### src/rtl/mem_access_unit.sv
// -----------------------------------------------------------------------------
// mem_access_unit
//
// Load/store unit between the execute stage and a simple ready-handshake data
// memory. One access at a time: an aligned load or store is launched from IDLE.
// The unit holds the request in BUSY until the memory answers or the BUSY cycle
// counter expires. It then spends one DONE cycle before it accepts more work.
//
// Ports
//   clk, rst          clock, synchronous active-low reset
//   flush             suppresses an access that has not started yet
//   alu_out           effective byte address
//   rs2_data          store data, right-aligned
//   dm_w_en           nonzero marks a store
//   wb_sel            1 marks a load (ignored when dm_w_en is nonzero)
//   func3             access size / signedness
//   mem_req/we/be/addr/wdata   registered memory request
//   mem_ready, mem_rdata       memory completion and read word
//   stall             holds the upstream pipeline while an access is in flight
//   load_data         formatted load result, held until the next load completes
//   load_valid        one-cycle pulse with each new load_data
//   misalign_err      one-cycle pulse for a rejected misaligned access
//   bus_err           one-cycle pulse when the memory does not answer in time
// -----------------------------------------------------------------------------
module mem_access_unit #(
    parameter int TIMEOUT = 255
) (
    input  logic        clk,
    input  logic        rst,
    input  logic        flush,
    input  logic [31:0] alu_out,
    input  logic [31:0] rs2_data,
    input  logic [3:0]  dm_w_en,
    input  logic        wb_sel,
    input  logic [2:0]  func3,
    output logic        mem_req,
    output logic        mem_we,
    output logic [3:0]  mem_be,
    output logic [31:0] mem_addr,
    output logic [31:0] mem_wdata,
    input  logic        mem_ready,
    input  logic [31:0] mem_rdata,
    output logic        stall,
    output logic [31:0] load_data,
    output logic        load_valid,
    output logic        misalign_err,
    output logic        bus_err
);

    typedef enum logic [1:0] {
        S_IDLE = 2'd0,
        S_BUSY = 2'd1,
        S_DONE = 2'd2
    } state_t;

    // The counter is compared one step ahead, so 9 bits hold TIMEOUT=255 safely.
    localparam logic [8:0] TIMEOUT_C = 9'(TIMEOUT);

    state_t      state_q;
    logic [7:0]  cnt_q;
    logic [1:0]  off_q;
    logic [2:0]  func3_q;
    logic        mem_req_q;
    logic        mem_we_q;
    logic [3:0]  mem_be_q;
    logic [31:0] mem_addr_q;
    logic [31:0] mem_wdata_q;
    logic [31:0] load_data_q;
    logic        load_valid_q;
    logic        misalign_q;
    logic        bus_err_q;

    logic        is_store;
    logic        is_load;
    logic        access;
    logic [1:0]  off;
    logic        misaligned;
    logic        start;
    logic [3:0]  be_d;
    logic [31:0] wdata_d;
    logic [8:0]  cnt_d;
    logic        timeout_hit;

    // Picks the addressed byte/half out of the read word and extends it.
    function automatic logic [31:0] format_load(input logic [2:0]  f3,
                                                input logic [1:0]  lane,
                                                input logic [31:0] word);
        logic [7:0]  byte_v;
        logic [15:0] half_v;
        byte_v = word[{lane, 3'b000} +: 8];
        half_v = lane[1] ? word[31:16] : word[15:0];
        case (f3)
            3'b000:  format_load = {{24{byte_v[7]}}, byte_v};
            3'b100:  format_load = {24'd0, byte_v};
            3'b001:  format_load = {{16{half_v[15]}}, half_v};
            3'b101:  format_load = {16'd0, half_v};
            default: format_load = word;
        endcase
    endfunction

    // A store wins when both markers are set.
    assign is_store = (dm_w_en != 4'd0);
    assign is_load  = wb_sel & ~is_store;
    assign access   = is_store | is_load;
    assign off      = alu_out[1:0];

    // Halfword when func3[1:0]=01, word when func3[1]=1, otherwise byte.
    assign misaligned = ((func3[1:0] == 2'b01) & off[0]) |
                        (func3[1] & (off != 2'b00));

    assign start = (state_q == S_IDLE) & access & ~misaligned & ~flush;

    assign stall = ((state_q == S_IDLE) & start) | (state_q == S_BUSY);

    // Byte enables and lane-replicated write data for the request being launched.
    always_comb begin
        be_d    = 4'b1111;
        wdata_d = 32'd0;
        if (is_store) begin
            case (func3)
                3'b000: begin
                    be_d    = 4'b0001 << off;
                    wdata_d = {4{rs2_data[7:0]}};
                end
                3'b001: begin
                    be_d    = 4'b0011 << off;
                    wdata_d = {2{rs2_data[15:0]}};
                end
                default: begin
                    be_d    = 4'b1111;
                    wdata_d = rs2_data;
                end
            endcase
        end
    end

    assign cnt_d       = {1'b0, cnt_q} + 9'd1;
    assign timeout_hit = (cnt_d >= TIMEOUT_C);

    always_ff @(posedge clk) begin
        if (!rst) begin
            state_q      <= S_IDLE;
            cnt_q        <= 8'd0;
            off_q        <= 2'd0;
            func3_q      <= 3'd0;
            mem_req_q    <= 1'b0;
            mem_we_q     <= 1'b0;
            mem_be_q     <= 4'd0;
            mem_addr_q   <= 32'd0;
            mem_wdata_q  <= 32'd0;
            load_data_q  <= 32'd0;
            load_valid_q <= 1'b0;
            misalign_q   <= 1'b0;
            bus_err_q    <= 1'b0;
        end else begin
            load_valid_q <= 1'b0;
            misalign_q   <= 1'b0;
            bus_err_q    <= 1'b0;
            case (state_q)
                S_IDLE: begin
                    if (start) begin
                        mem_req_q   <= 1'b1;
                        mem_we_q    <= is_store;
                        mem_be_q    <= be_d;
                        mem_addr_q  <= {alu_out[31:2], 2'b00};
                        mem_wdata_q <= wdata_d;
                        off_q       <= off;
                        func3_q     <= func3;
                        cnt_q       <= 8'd0;
                        state_q     <= S_BUSY;
                    end else if (access & misaligned & ~flush) begin
                        misalign_q <= 1'b1;
                    end
                end
                S_BUSY: begin
                    if (mem_ready) begin
                        mem_req_q <= 1'b0;
                        if (!mem_we_q) begin
                            load_data_q  <= format_load(func3_q, off_q, mem_rdata);
                            load_valid_q <= 1'b1;
                        end
                        state_q <= S_DONE;
                    end else if (timeout_hit) begin
                        // Memory never answered: abandon the access, no load result.
                        mem_req_q <= 1'b0;
                        bus_err_q <= 1'b1;
                        state_q   <= S_DONE;
                    end else begin
                        cnt_q <= cnt_d[7:0];
                    end
                end
                S_DONE: begin
                    state_q <= S_IDLE;
                end
                default: begin
                    state_q <= S_IDLE;
                end
            endcase
        end
    end

    assign mem_req      = mem_req_q;
    assign mem_we       = mem_we_q;
    assign mem_be       = mem_be_q;
    assign mem_addr     = mem_addr_q;
    assign mem_wdata    = mem_wdata_q;
    assign load_data    = load_data_q;
    assign load_valid   = load_valid_q;
    assign misalign_err = misalign_q;
    assign bus_err      = bus_err_q;

endmodule

### config.mk
export PLATFORM = sky130hd
export DESIGN_NAME = mem_access_unit
export DESIGN_NICKNAME = d
export VERILOG_FILES = /design/src/rtl/mem_access_unit.sv
export SDC_FILE = /design/constraint.sdc
export NUM_CORES = 1
export LEC_CHECK = 0
export ABC_AREA = 1
export BUFFER_PORTS_ARGS = -buffer_cell sky130_fd_sc_hd__buf_2
export CAP_MARGIN = 20
export CORE_UTILIZATION = 49
export CTS_BUF_LIST = sky130_fd_sc_hd__clkbuf_16
export DETAILED_ROUTE_END_ITERATION = 10
export GPL_TIMING_DRIVEN = 1
export PLACE_DENSITY = 0.91
export SLEW_MARGIN = 20
export SYNTH_ARGS = -nofsm -noshare
export SYNTH_HDL_FRONTEND = slang
export SYNTH_SLANG_ARGS = --single-unit
### constraint.sdc
create_clock -name clk -period 2.05 [get_ports clk]
set_clock_uncertainty 0.05 [all_clocks]
set_input_delay 0.3075 -clock clk [delete_from_list [all_inputs] [get_ports clk]]
set_output_delay 0.3075 -clock clk [all_outputs]
set_load 0.1 [all_outputs]
==> results of run 1 <==
==> through the flow <==
| stage | instance area [um2] | hold slack (ns) | std cells |
|---|---|---|---|
| 6_report | 7191 | 0.04087 | 1102 |
| 5_1_grt | 7191 | 0.04315 | 1102 |
| 4_1_cts | 7163 | 0.02170 | 1102 |
| 3_5_place_dp | 6573 | 0.4029 | 1072 |
| 3_3_place_gp | 6573 | 0.3985 | 1072 |
| 2_1_floorplan | 5439 | 0.3363 | 750 |
==> worst max-delay path, delay by kind of cell, from the launching register on <==
| kind | cells | cell delay [ns] |
|---|---|---|
| buf+inv | 1 | 0.18 |
| flops | 1 | 0.33 |
| simple gates | 3 | 0.68 |
==> routing by layer <==
layer,vias to the layer above,track usage,share of wire
li1,2863,-,-
met1,2656,0.3223,0.39
met2,299,0.4700,0.50
met3,45,0.08535,0.087
met4,0,0.1164,0.027
met5,-,0,0
==> synth_stat cells (all sizes together) <==
master,instances
a31o,13
mux2i,5
or2,13
a31oi,1
o2bb2ai,2
a21oi,110
clkbuf,21
a21o,5
clkinv,4
nand2,213
nor3,8
o21bai,3
o21ai,54
xor2,1
buf,24
o2111ai,1
conb,1
ha,2
a22oi,1
nand3,32
nor4,1
nor2,38
and2,1
inv,60
nand4,10
dfxtp,118
a211o,1
o211ai,6
==> worst max-delay path by stage <==
stage | start | end
after global placement | dm_w_en[1] | mem_be[1]
after detailed placement | alu_out[1] | mem_be[3]
final | state_q[1] | stall
after global routing | cnt_q[2] | cnt_q[7]
after floorplan | dm_w_en[1] | stall
after CTS | state_q[1] | stall
==> state kept, by name, summed over array words and instances (netlist names) <==
name,cells
func3_q,3
mem_wdata,32
mem_addr,30
state_q,2
mem_req,1
cnt_q,8
misalign_err,1
mem_be,4
load_valid,1
bus_err,1
mem_we,1
load_data,32
off_q,2
==> cell type report <==
class / count / area, um2
Tap cell: 140 / 175.2
Clock inverter: 13 / 165.2
Clock buffer: 17 / 425.4
Inverter: 64 / 240.2
Multi-Input combinational cell: 523 / 2613
Sequential cell: 118 / 2365
Timing Repair Buffer: 227 / 1207
Fill cell: 904 / 3650
==> cells by family after synthesis <==
kind of cell,count (synthesis),synth area share
xor+xnor,1,0.001612
other cells,1,0.0006903
mux,5,0.009213
simple gates,316,0.2573
compound gates,197,0.2024
fa+ha+maj,2,0.004605
flops,118,0.4348
buf+inv,109,0.08936
==> report_power, final <==
| part | switching [mW] | leakage, nW | internal [mW] |
|---|---|---|---|
| clock | 1.03 | 0.298 | 1.99 |
| sequential | 0.0701 | 0.963 | 2.42 |
| combinational | 1.37 | 2.28 | 0.367 |
| total | 2.47 | 3.54 | 4.78 |
==> cells in the final DEF, fill, tap and decap left out, types with 4 or more instances in the layout <==
master,instances
nand3_1,30
bufinv_16,4
nand2_1,209
clkbuf_16,17
clkinv_2,5
nor2_1,31
nor3_1,5
mux2i_1,5
a21oi_1,109
a21o_1,5
or2_2,13
a31o_2,12
nand2_2,4
nor2_2,5
buf_2,210
inv_1,57
nand4_1,7
buf_4,14
clkinv_1,6
o21ai_0,53
o211ai_1,6
dfxtp_1,116
inv_2,4
==> impl_metrics.csv, run 1 <==
group,metric,value,unit
run_status,status,"finished, final reports clean",
route,dr.pass1.iters,5,
floorplanning,floorplan.core_area,0.01084,mm2
route,num_vias,5863,
hold_path,hold_path_depth,2,
yosys,yosysSeqAreaShare,0.4348,
yosys,yosys.area.top_type,"dfxtp_1",
setup_path,reg2reg_depth,10,
route,ant_nets,0,
route,first_iter_violations,446,
setup_path,crit_path_end_kind,"output port",
setup_path,cp_cell_sequence,"nor2_1, nand4_4, nand2_2, buf_12",
global_route,grtUsageTotal,0.2769,
clock_tree,numCtsBuffers,17,
clock_tree,postCtsHoldBufs,0,
floorplanning,io_pins,214,
yosys,synthDistinctLibCells,43,
floorplanning,die_w,107.3,um
sta,relSlewSlack,0.5146,
power,finalPower,7.256,mW
global_route,grt_overflow_total,0,
setup_path,rr_startpoint,"cnt_q[2]",
placed_design,hpwlAfterDp,11020,um
yosys,ys_ff_latch,118,
clock_tree,cts-root-buf,"clkbuf_16",
placed_design,dp_slack,0.08471,ns
clock_tree,cts_buffer_depth,2,
clock_tree,post_cts_resized,0,
setup_path,timing.rr.end,"cnt_q[5]",
layout,drive_above_1_share,0.3191,
sta,period_needed,1.954,ns
setup_path,r2r_slack,0.17,ns
sta,setup_tns,0,ns
global_route,grt_pass1_vias,5334,
clock_tree,clk_latency,0.41,ns
placed_design,io_buffers,211,
setup_path,cp_max_fo,9,
layout,syn2layout_area_growth,32.36,%
layout,finalCoreUtilization,0.6633,
hold_path,hold_path.class,"input pin to register",
job,maxCapViolations,0,
global_route,grt_pass1_wl,24980,um
sta,period_share,0.9532,
layout,diodes,0,
yosys,synth_area_leaders,"dfxtp_1 43%, nand2_1 15%, a21oi_1 10%, o21ai_0 4.9%, inv_1 3.9%",
clock_tree,cts_sinks,118,
sta,hold_viol_final,0,
sta,slew_viol_final,0,
route,detail_route.vias_per_cell,5.320,
hold_path,hold_end,"bus_err",
yosys,syn_area_per_cell,7.253,um2
yosys,yosysTopAreaCellShare,0.4348,
sta,setup_viol,0,
power,leakage,3.541,nW
yosys,syn_inst,749,
layout,nets,1061,
setup_path,cp_slowest_stage_delay,0.33,ns
sta,tightestPinTransition,0.7280,ns
route,avgRoutedWirePerCell,14.56,um
global_route,antenna_found_initial,0,
floorplanning,num_rows,38,
clock_tree,post_cts_buffers,0,
sta,clock.fmax,511.7,MHz
clock_tree,h-tree-depth,4,
floorplanning,dieArea,0.01151,mm2
yosys,syn_area,0.005433,mm2
power,peakVddDrop,624.4,uV
setup_path,startpoint_type,"register",
route,drc,0,
clock_tree,cts_tree,"yes",
placed_design,globalplace.congestion,0.8940,
global_route,grt_max_degree,68,
sta,rsz0062_at_grt,"no",
clock_tree,worst_setup_hold_path_clk_slew,0.05,ns
setup_path,cp_data_arrival_time,1.60,ns
yosys,synth_warnings,0,
floorplanning,start_util,0.5012,
power,p_per_area,1009,mW/mm2
route,wirelength,16040,um
setup_path,cpMaxStageDelayCell,"dfxtp_1",
floorplanning,die_h,107.3,um
setup_path,required,1.69,ns
hold_path,hold_start,"mem_ready",
setup_path,crit_type,"register to output port",
sta,worst_slack,0.09585,ns
(Power assumes the default switching activity.)
==> run 2: changes to the inputs <==
- BUFFER_PORTS_ARGS: -buffer_cell sky130_fd_sc_hd__buf_2 -> -buffer_cell sky130_fd_sc_hd__clkbuf_2
- GPL_ROUTABILITY_DRIVEN: not set -> 1
- SLEW_MARGIN: 20 -> not set
==> run 2 against run 1 <==
Worst setup slack better by 0.0038 ns. Non-clock buffer count unchanged. First-iteration DRC count down 9.0%. Die area unchanged. Hold slack better by 0.0074 ns. Sequential share of layout area about the same. Global-route usage down 0.58 points. Final area about the same. Fmax up 0.19%. Largest cell class unchanged. Highest routed layer unchanged.
==> impl_metrics.csv, run 2 (synthesized netlist as in run 1, its figures left out) <==
group,metric,value,unit
hold_path,hold_path.class,"input pin to register",
sta,hold_viol_final,0,
floorplanning,io_pins,214,
hold_path,hold_start,"mem_ready",
layout,layout_common_cells,"210 x nand2_1, 210 x clkbuf_2, 116 x dfxtp_1",
run_status,status,"finished, final reports clean",
global_route,grt_max_degree,68,
setup_path,crit_type,"register to register",
power,finalPower,7.181,mW
sta,slew_viol_final,0,
clock_tree,numCtsBuffers,17,
route,num_vias,5793,
setup_path,cpMaxStageDelayCell,"dfxtp_2",
sta,period_needed,1.950,ns
clock_tree,worst_setup_hold_path_clk_slew,0.05,ns
layout,final.fill_count,906,
placed_design,globalplace.congestion,0.8786,
route,avgRoutedWirePerCell,14.06,um
floorplanning,floorplan.core_area,0.01084,mm2
hold_path,hold_path_depth,2,
layout,drive_above_1_share,0.3195,
clock_tree,h-tree-depth,4,
setup_path,crit_path_end_kind,"register",
placed_design,io_buffers,211,
global_route,grt_pass1_vias,5249,
clock_tree,clk_latency,0.41,ns
layout,multi_input_area,0.002610,mm2
layout,fin_area,0.007196,mm2
power,p_per_area,998.0,mW/mm2
sta,setup_viol,0,
sta,clock.fmax,512.7,MHz
setup_path,cp_cell_sequence,"inv_1, ha_1, o21bai_1, nand3_1, nor2_2, nand3_2, and2_1, nand2_1, nand2_1, nand2_1, nand2_1",
layout,seq_area,0.002365,mm2
floorplanning,die_h,107.3,um
sta,hold_slack,0.04822,ns
setup_path,reg2reg_depth,11,
setup_path,r2r_slack,0.1,ns
sta,tightestPinTransition,0.7194,ns
setup_path,rr_startpoint,"cnt_q[0]",
setup_path,cp_common_cell,"nand2_1",
clock_tree,cts_buffer_depth,2,
global_route,grt_pass1_wl,24530,um
floorplanning,num_rows,38,
floorplanning,start_util,0.5012,
global_route,grtUsageTotal,0.2711,
sta,setup_tns,0,ns
setup_path,cp_data_arrival_time,2.20,ns
route,detail_route.vias_per_cell,5.247,
route,ant_nets,0,
job,maxCapViolations,0,
route,drc,0,
route,wirelength,15530,um
route,first_iter_violations,406,
setup_path,cp_slowest_stage_delay,0.36,ns
sta,period_share,0.9514,
sta,relSlewSlack,0.5204,
setup_path,timing.rr.end,"cnt_q[3]",
power,peakVddDrop,764.0,uV
layout,diodes,0,
clock_tree,cts-root-buf,"clkbuf_16",
floorplanning,dieArea,0.01151,mm2
placed_design,hpwlAfterDp,10970,um
setup_path,startpoint_type,"register",
setup_path,crit_family,"simple AND/OR/NAND/NOR gates",
layout,nets,1061,
setup_path,worst-path-buf-inv,1,
power,leakage,3.468,nW
setup_path,cp_max_fo,5,
clock_tree,cts_tree,"yes",
clock_tree,cts_sinks,118,
route,dr.pass1.iters,5,
floorplanning,die_w,107.3,um
setup_path,required,2.30,ns
placed_design,place_area,0.006585,mm2
hold_path,hold_end,"bus_err",
global_route,antenna_found_initial,0,
global_route,grt_overflow_total,0,
layout,syn2layout_area_growth,32.45,%
==> run 2: changes by cell type in the layout (fill, tap and decap cells not counted), sizes merged <==
cell      before  now
buf          227   17
clkinv        12   11
bufinv         4    3
clkinvlp       0    4
clkbuf        17  227
==> run 2: metrics by stage <==
step                instances    util  setup WS, ns
global route             1104  0.6638     -0.007992
finish                   1104  0.6638       0.09962
detailed placement       1072  0.6075       0.07056
floorplan                 750       -        0.1569
global placement         1072  0.6075        0.1486
CTS                      1104  0.6618       0.09773
==> run 2: layout make-up <==
type,instances,share of cell area
inverters,64,0.03339
repair buffers,227,0.1690
multi-input cells,523,0.3627
clock buffers,17,0.05912
flip-flops and latches,118,0.3286
well taps,140,0.02434
clock inverters,15,0.02278
==> run 2: worst reg2reg max path, cell delays in order, from the launching register on <==
cell and delay, ns:
dfxtp_2 0.36, inv_1 0.08, ha_1 0.31, o21bai_1 0.13
nand3_1 0.11, nor2_2 0.15, nand3_2 0.11, and2_1 0.17
nand2_1 0.11, nand2_1 0.12, nand2_1 0.08, nand2_1 0.06
==> run 2: how the worst max path moves through the flow <==
stage / startpoint / end / slack, ns / depth (start not counted)
2_1_floorplan: dm_w_en[1] / stall / 0.16 / 6
3_3_place_gp: cnt_q[0] / cnt_q[3] / 0.15 / 11
3_5_place_dp: alu_out[1] / mem_be[0] / 0.07 / 10
4_1_cts: state_q[1] / stall / 0.1 / 4
5_1_grt: cnt_q[0] / cnt_q[3] / -0.008 / 11
6_report: cnt_q[0] / cnt_q[3] / 0.1 / 11
==> run 2: timing repair <==
item                                    CTS  global route
endpoints found under the setup margin    0             8
resized for setup                         0             6
hold buffers                              0             0
setup buffers                             0             0
==> run 2: layer usage <==
layer / track usage / vias up / wire length, um / share of wire
li1: - / 2870 / - / -
met1: 0.3292 / 2604 / 6388 / 0.41
met2: 0.4429 / 282 / 7408 / 0.48
met3: 0.07203 / 37 / 1302 / 0.084
met4: 0.1341 / 0 / 427 / 0.028
met5: 0 / - / 0 / 0
==> run 2: power by group <==
group	total (mW)	switching, mW	internal (mW)
logic	1.73	1.37	0.364
clock network	2.95	1.06	1.89
registers	2.50	0.0741	2.42
==> run 3: changes to the inputs <==
- CTS_CLUSTER_DIAMETER: not set -> 200
- PLACE_DENSITY: 0.91 -> 0.76
- clock period: 2.05 -> 1.8 ns (I/O delays scaled with it)
==> run 3 against run 2 <==
The run now ends with setup timing left. Worst setup slack worse by 0.17 ns. Register-to-register slack worse by 0.17 ns. Clock power increased by 9.8%. First-iteration DRC count is 8.9% lower. Critical path type unchanged.
==> impl_metrics.csv, run 3 (synthesized netlist as in run 1, its figures left out) <==
group,metric,value,unit
clock_tree,worst_setup_hold_path_clk_slew,0.05,ns
layout,finalCoreUtilization,0.7110,
route,dr.pass1.iters,4,
job,maxCapViolations,0,
layout,syn2layout_area_growth,41.87,%
setup_path,cp_data_arrival_time,2.12,ns
hold_path,hold_path.class,"input pin to register",
route,first_iter_violations,370,
placed_design,io_buffers,211,
setup_path,cpMaxStageDelayCell,"dfxtp_4",
route,num_vias,5963,
global_route,grt_overflow_total,0,
clock_tree,cts_sinks,118,
floorplanning,io_pins,214,
clock_tree,cts-root-buf,"clkbuf_16",
power,finalPower,8.194,mW
setup_path,cp_cell_sequence,"buf_4, buf_4, nand3_1, o21bai_1, nand2_2, nor2_2, nand3_2, and2_4, nand2_4, nand2_4, nand2_2, nand2_1",
clock_tree,cts_tree,"yes",
global_route,grt_use_met1,0.3550,
floorplanning,die_w,107.3,um
floorplanning,floorplan.core_area,0.01084,mm2
sta,relSlewSlack,0.5070,
sta,rsz0062_at_grt,"yes",
setup_path,startpoint_type,"register",
power,leakage,3.721,nW
global_route,grt_pass1_vias,5427,
placed_design,place_area,0.006855,mm2
route,wirelength,16820,um
layout,fin_area,0.007707,mm2
route,drc,0,
setup_path,cp_slowest_stage_delay,0.37,ns
layout,drive_above_1_share,0.3811,
setup_path,required,2.05,ns
run_status,violations,"setup timing",
floorplanning,num_rows,38,
clock_tree,numCtsBuffers,17,
route,ant_nets,0,
placed_design,dp_slack,-0.1630,ns
clock_tree,clk_latency,0.41,ns
floorplanning,dieArea,0.01151,mm2
sta,worst_slack,-0.07122,ns
global_route,grt_util_met3,0.09806,
global_route,gr-usage-met2,0.4562,
global_route,grt_pass1_wl,25690,um
layout,instances_no_fill,1145,
global_route,antenna_found_initial,0,
setup_path,cp_max_fo,4,
setup_path,crit_path_end_kind,"register",
sta,hold_slack,0.03322,ns
setup_path,crit_type,"register to register",
placed_design,hpwlAfterDp,11390,um
placed_design,globalplace.congestion,0.9300,
sta,clock.fmax,534.4,MHz
global_route,grt_max_degree,68,
layout,layout_common_cells,"210 x clkbuf_2, 195 x nand2_1, 114 x dfxtp_1",
sta,hold_viol_final,0,
floorplanning,die_h,107.3,um
global_route,busiest_layer,"met2",
floorplanning,start_util,0.5012,
power,p_per_area,1063,mW/mm2
route,avgRoutedWirePerCell,14.69,um
run_status,status,"finished with violations",
setup_path,worst-path-buf-inv,2,
placed_design,dp_cells,1104,
sta,tightestPinTransition,0.7394,ns
clock_tree,h-tree-depth,4,
layout,diodes,0,
power,peakVddDrop,667.1,uV
sta,slew_viol_final,0,
global_route,grtUsageTotal,0.2850,
sta,period_needed,1.871,ns
clock_tree,cts_buffer_depth,2,
route,detail_route.vias_per_cell,5.208,
sta,setup_tns,-0.2450,ns
sta,period_share,1.040,
setup_path,crit_family,"simple AND/OR/NAND/NOR gates",
layout,nets,1102,
sta,setup_viol,6,
layout,layout_commonest_cell,"clkbuf_2",
[run 3: cell count changes in the layout (fill, tap and decap cells not counted), moves of 5 or more]
cell,before,now
buf_4,14,46
nor2_1,31,25
nand3_2,2,7
nand2_1,210,195
nand3_1,30,25
nand2_2,3,14
buf_6,0,5
[run 3: routing by layer]
metal / routed length [um] / up-vias / part of all wire
met5: 0 / - / 0
met4: 412 / 0 / 0.024
met3: 1359 / 45 / 0.081
met2: 8204 / 256 / 0.49
met1: 6847 / 2707 / 0.41
li1: - / 2955 / -
[run 3: power breakdown]
part	switching (mW)	internal [mW]	total, mW
Combinational	1.60	0.509	2.11
Sequential	0.0883	2.76	2.85
Clock	1.23	2.01	3.24
[run 3: final timing paths]
| path | to | slack (ns) | from | cells after the start |
|---|---|---|---|---|
| min | mem_addr[9] | 0.03 | alu_out[9] | 3 |
| max reg2reg | cnt_q[6] | -0.07 | cnt_q[0] | 12 |
| max | cnt_q[6] | -0.07 | cnt_q[0] | 12 |
| min reg2reg | mem_wdata[22] | 0.41 | mem_wdata[22] | 2 |
[run 3: final cells by class]
cell class / instances / area (um2)
fill: 909 / 3133
multi-input combinational: 523 / 2770
sequential: 118 / 2372
timing repair buffer: 268 / 1578
clock buffer: 17 / 425.4
inverter: 64 / 245.2
tap: 140 / 175.2
clock inverter: 15 / 141.4
[run 3: worst register-to-register path, stage by stage, from the launching register on]
cell and delay [ns]:
dfxtp_4 0.37, buf_4 0.13, buf_4 0.13, nand3_1 0.09
o21bai_1 0.16, nand2_2 0.08, nor2_2 0.12, nand3_2 0.13
and2_4 0.20, nand2_4 0.07, nand2_4 0.08, nand2_2 0.07
nand2_1 0.06
[run 3: what timing repair did]
item                                    4_1_cts  5_1_grt
hold endpoints to repair                      1        0
pin swaps                                     3       21
resized for setup                             9       51
hold buffers                                  1        0
endpoints found under the setup margin       19       42
buffers inserted                              4        4
